==> src/rtl/cond_exec_stage.sv <==
// Execute-to-memory stage: holds the architectural NZCV register, evaluates the ARM
// condition field, gates write-enables and loads the EX/MEM register. Optional squash counter: CONDEX_SQUASH_CNT_EN.
module cond_exec_stage #(
    parameter int N = 32
) (
    input  logic         clk,
    input  logic         rst_n,
    input  logic         ex_valid,
    input  logic         stall,
    input  logic         flush,
    input  logic [3:0]   cond,
    input  logic [1:0]   flag_write,
    input  logic         reg_write_in,
    input  logic         mem_write_in,
    input  logic         pc_src_in,
    input  logic         mem_to_reg_in,
    input  logic [3:0]   wa_in,
    input  logic [N-1:0] alu_result,
    input  logic [3:0]   alu_flags,
    input  logic [N-1:0] write_data,
    output logic         cond_ex,
    output logic [3:0]   flags_q,
    output logic         mem_valid,
    output logic         mem_reg_write,
    output logic         mem_mem_write,
    output logic         mem_pc_src,
    output logic         mem_mem_to_reg,
    output logic [3:0]   mem_wa,
    output logic [N-1:0] mem_alu_result,
    output logic [N-1:0] mem_write_data,
    output logic [15:0]  squash_count
);

    logic flag_n, flag_z, flag_c, flag_v;
    logic advance;
    logic execute;

    assign flag_n = flags_q[3];
    assign flag_z = flags_q[2];
    assign flag_c = flags_q[1];
    assign flag_v = flags_q[0];

    always_comb begin
        cond_ex = 1'b0;
        case (cond)
            4'b0000: cond_ex = flag_z;
            4'b0001: cond_ex = !flag_z;
            4'b0010: cond_ex = flag_c;
            4'b0011: cond_ex = !flag_c;
            4'b0100: cond_ex = flag_n;
            4'b0101: cond_ex = !flag_n;
            4'b0110: cond_ex = flag_v;
            4'b0111: cond_ex = !flag_v;
            4'b1000: cond_ex = flag_c && !flag_z;
            4'b1001: cond_ex = !flag_c || flag_z;
            4'b1010: cond_ex = (flag_n == flag_v);
            4'b1011: cond_ex = (flag_n != flag_v);
            4'b1100: cond_ex = !flag_z && (flag_n == flag_v);
            4'b1101: cond_ex = flag_z || (flag_n != flag_v);
            4'b1110: cond_ex = 1'b1;
            default: cond_ex = 1'b0;
        endcase
    end

    // Pipeline handshake: an EX instruction moves to MEM on any edge with stall=0;
    // flush replaces it with a bubble, stall freezes both EX/MEM and flags_q and wins over flush.
    assign advance = !stall && !flush;
    assign execute = advance && ex_valid && cond_ex;

    always_ff @(posedge clk) begin
        if (!rst_n) begin
            flags_q <= 4'b0000;
        end else if (execute) begin
            if (flag_write[1]) flags_q[3:2] <= alu_flags[3:2];
            if (flag_write[0]) flags_q[1:0] <= alu_flags[1:0];
        end
    end

    always_ff @(posedge clk) begin
        if (!rst_n) begin
            mem_valid      <= 1'b0;
            mem_reg_write  <= 1'b0;
            mem_mem_write  <= 1'b0;
            mem_pc_src     <= 1'b0;
            mem_mem_to_reg <= 1'b0;
            mem_wa         <= 4'h0;
            mem_alu_result <= '0;
            mem_write_data <= '0;
        end else if (!stall) begin
            if (flush) begin
                mem_valid      <= 1'b0;
                mem_reg_write  <= 1'b0;
                mem_mem_write  <= 1'b0;
                mem_pc_src     <= 1'b0;
                mem_mem_to_reg <= 1'b0;
            end else begin
                // A squashed instruction stays valid in MEM but with every side effect disabled.
                mem_valid      <= ex_valid;
                mem_reg_write  <= reg_write_in  && execute;
                mem_mem_write  <= mem_write_in  && execute;
                mem_pc_src     <= pc_src_in     && execute;
                mem_mem_to_reg <= mem_to_reg_in && execute;
                mem_wa         <= wa_in;
                mem_alu_result <= alu_result;
                mem_write_data <= write_data;
            end
        end
    end

`ifdef CONDEX_SQUASH_CNT_EN
    logic        squash;
    logic [15:0] squash_cnt_q;

    assign squash = advance && ex_valid && !cond_ex;

    always_ff @(posedge clk) begin
        if (!rst_n) begin
            squash_cnt_q <= 16'h0000;
        end else if (squash && (squash_cnt_q != 16'hFFFF)) begin
            squash_cnt_q <= squash_cnt_q + 16'h0001;
        end
    end

    assign squash_count = squash_cnt_q;
`else
    assign squash_count = 16'h0000;
`endif

endmodule

==> config.mk <==
export PLATFORM = sky130hd
export DESIGN_NAME = cond_exec_stage
export DESIGN_NICKNAME = d
export VERILOG_FILES = /design/src/rtl/cond_exec_stage.sv
export SDC_FILE = /design/constraint.sdc
export NUM_CORES = 1
export LEC_CHECK = 0
export ABC_AREA = 1
export CAP_MARGIN = 5
export CORE_UTILIZATION = 38
export DETAILED_ROUTE_END_ITERATION = 8
export GPL_TIMING_DRIVEN = 1
export PLACE_DENSITY = 0.81
export SYNTH_ARGS = -nofsm -noshare
export SYNTH_HDL_FRONTEND = slang
export SYNTH_SLANG_ARGS = --single-unit
==> constraint.sdc <==
create_clock -name clk -period 1.65 [get_ports clk]
set_input_delay 0.33 -clock clk [delete_from_list [all_inputs] [get_ports clk]]
set_output_delay 0.33 -clock clk [all_outputs]
set_load 0.01 [all_outputs]
==> flow_summary.yaml <==
cells_and_area:
  nets: 672
  finalNonFillerCells: 690
  top_regs: "mem_alu_result: 32 flops, mem_write_data: 32 flops"
  syn_to_final_growth_pct: 63.39
  num_antenna_cells: 0
  most-common-layout-cells: "154 x clkdlybuf4s50_1, 144 x nor2_1, 73 x dfxtp_1"
  fin_area_sq_um: 4986
  drive_gt1_share_pct: 9.694
  final_common_cell: "clkdlybuf4s50_1"
  final_util_pct: 64.52
clock_network:
  clkLatencyLatePin_ps: 330
  numCtsBuffers: 9
  root_buffer: "clkbuf_8"
  cts_tree: "built"
  cts_sinks: 77
  path_clk_slew_ps: 80
  h-tree-depth: 3
  clock_path_buffers: 2
critical_path:
  crit_arrival_ps: 1420
  cp-end-kind: "primary output"
  worstPathRequired_ps: 1320
  worstSetupStartpointType: "flop"
  crit_fanout: 3
  crit_type: "flop to primary output"
drt:
  drt_iter0_drc: 63
  drt_first_pass_iters: 4
  routedWlPerCell_um: 12.81
  drcViolationCount: 0
  route.vias.total: 3247
  vias_per_cell: 4.706
  drt-total-wl_um: 8841
  postRouteAntennaNets: 0
synth:
  synthCells: 418
  yosys.cell_types.count: 23
  avgSynthCellArea_sq_um: 7.301
  synth_top_area_share_pct: 50.51
  netlist_top_cells_area: "dfxtp_1 51%, nor2_1 18%, o21ai_0 11%, nand2_1 4.6%, buf_4 4.2%"
  synth_warnings: 0
  synth_top_area_cell: "dfxtp_1"
  synthesis.area_sq_um: 3052
  ys_seq_area_share_pct: 50.51
  synth-seq-cells: 77
worst_hold_path:
  hold_class: "flop to flop"
global_route:
  track_usage_pct: 21.40
  grt_overflow: 0
  grt_max_degree: 60
  antenna_found_initial: 0
  grt_pass1_wl_um: 14520
  grt_pass1_vias: 3216
placement:
  postPlaceCellArea_sq_um: 4761
  place_inst: 675
  port_buffers: 164
  dp_hpwl_um: 6249
  gp_congestion: 0.9722
floorplan:
  num_io_pins: 181
  rows: 32
  die_w_um: 91.62
  die_y_um: 91.62
  die-area_sq_um: 8393
  floorplan.initialDensity_pct: 39.49
  fp.coreArea_sq_um: 7727
timing:
  rsz0062_at_grt: "yes"
  fin_crit_ps: 1753
  timing.setup.tns_ps: -102.5
  skew_ps: 7.159
  hold_viol_final: 0
  finalCritPeriodShare_pct: 106.2
  setup_ws_ps: -102.5
  max_freq_ghz: 0.5706
  setup_viol: 1
  whs_ps: 456.8
  slew_violations: 0
power:
  vdd_drop_max_mv: 0.4843
  cellLeakagePower_uw: 0.002154
  power.density_nw_per_um2: 846.5
flow_run:
  maxCapViolations: 0
run_status:
  status: "finished, violations left"
  violations: "setup timing"
==> per-layer routing <==
layer  vias to the layer above  track usage (%)  share of wire, %
met4                         0            8.598               1.5
met2                       141            36.28                48
met5                         -                0                 0
li1                       1619                -                 -
met3                        12            7.214                10
met1                      1475            24.73                41
==> cells by family after synthesis <==
logic type	Yosys count	share of synthesized area, %
AOI/OAI and AO/OA	75	12.30
and+or+nand+nor	205	26.73
buffers and inverters	60	10.33
other	1	0.1229
DFF	77	50.51
==> cells in the mapped netlist <==
| master | n |
|---|---|
| buf_2 | 2 |
| nand2_2 | 2 |
| nand4_1 | 4 |
| inv_1 | 19 |
| buf_6 | 1 |
| clkinv_1 | 1 |
| o21ai_1 | 3 |
| conb_1 | 1 |
| nor2_4 | 1 |
| clkbuf_2 | 1 |
| nor2_1 | 147 |
| o21ai_0 | 65 |
| nor2_2 | 1 |
| clkbuf_1 | 17 |
| bufbuf_8 | 1 |
| a21oi_1 | 7 |
| buf_4 | 17 |
| nand3_1 | 11 |
| nor3_1 | 1 |
| inv_2 | 1 |
| nand2_1 | 37 |
| dfxtp_1 | 77 |
| nand3_2 | 1 |
==> repair_timing <==
action	CTS	global route
hold buffers	0	0
gates resized for setup	26	11
pin swaps	5	8
setup endpoints to repair	7	9
buffers inserted	3	0
==> power breakdown <==
part / internal, uW / switching, uW
Sequential: 1970 / 55.5
Clock: 725 / 650
Combinational: 461 / 358
==> layout make-up <==
| cell class | count | area, sq um |
|---|---|---|
| fill | 668 | 2741 |
| timing repair buffer | 180 | 1762 |
| sequential | 77 | 1549 |
| multi-input combinational | 296 | 1280 |
| clock buffer | 10 | 137.6 |
| tap | 102 | 127.6 |
| inverter | 21 | 81.33 |
| clock inverter | 4 | 48.80 |
==> final timing paths <==
kind	from	to	slack, ps	cells after the start
worst min register to register	mem_mem_to_reg	mem_mem_to_reg	460	2
worst min-delay path	mem_mem_to_reg	mem_mem_to_reg	460	2
worst max register to register	flags_q[0]	flags_q[2]	180	14
worst max-delay path	flags_q[0]	cond_ex	-100	10
==> worst max-delay path: stages (launching register included) <==
cell     delay [ps]
dfxtp_4         380
inv_4            40
nand2_2          60
nand2_2          60
nand2_2          70
nand2_1          50
nand2_1          70
nand2_1          60
nor2_2           90
nand2_2          70
buf_6           120
==> metrics by stage <==
stage / setup slack (ps) / total power [uW]
floorplan: 240.1 / 2397
global placement: -593.6 / 2863
detailed placement: -684.7 / 2881
CTS: -120.7 / 4272
global route: -182.2 / 4420
finish: -102.5 / 4221
Note: power is estimated with default switching activity, not from simulation.
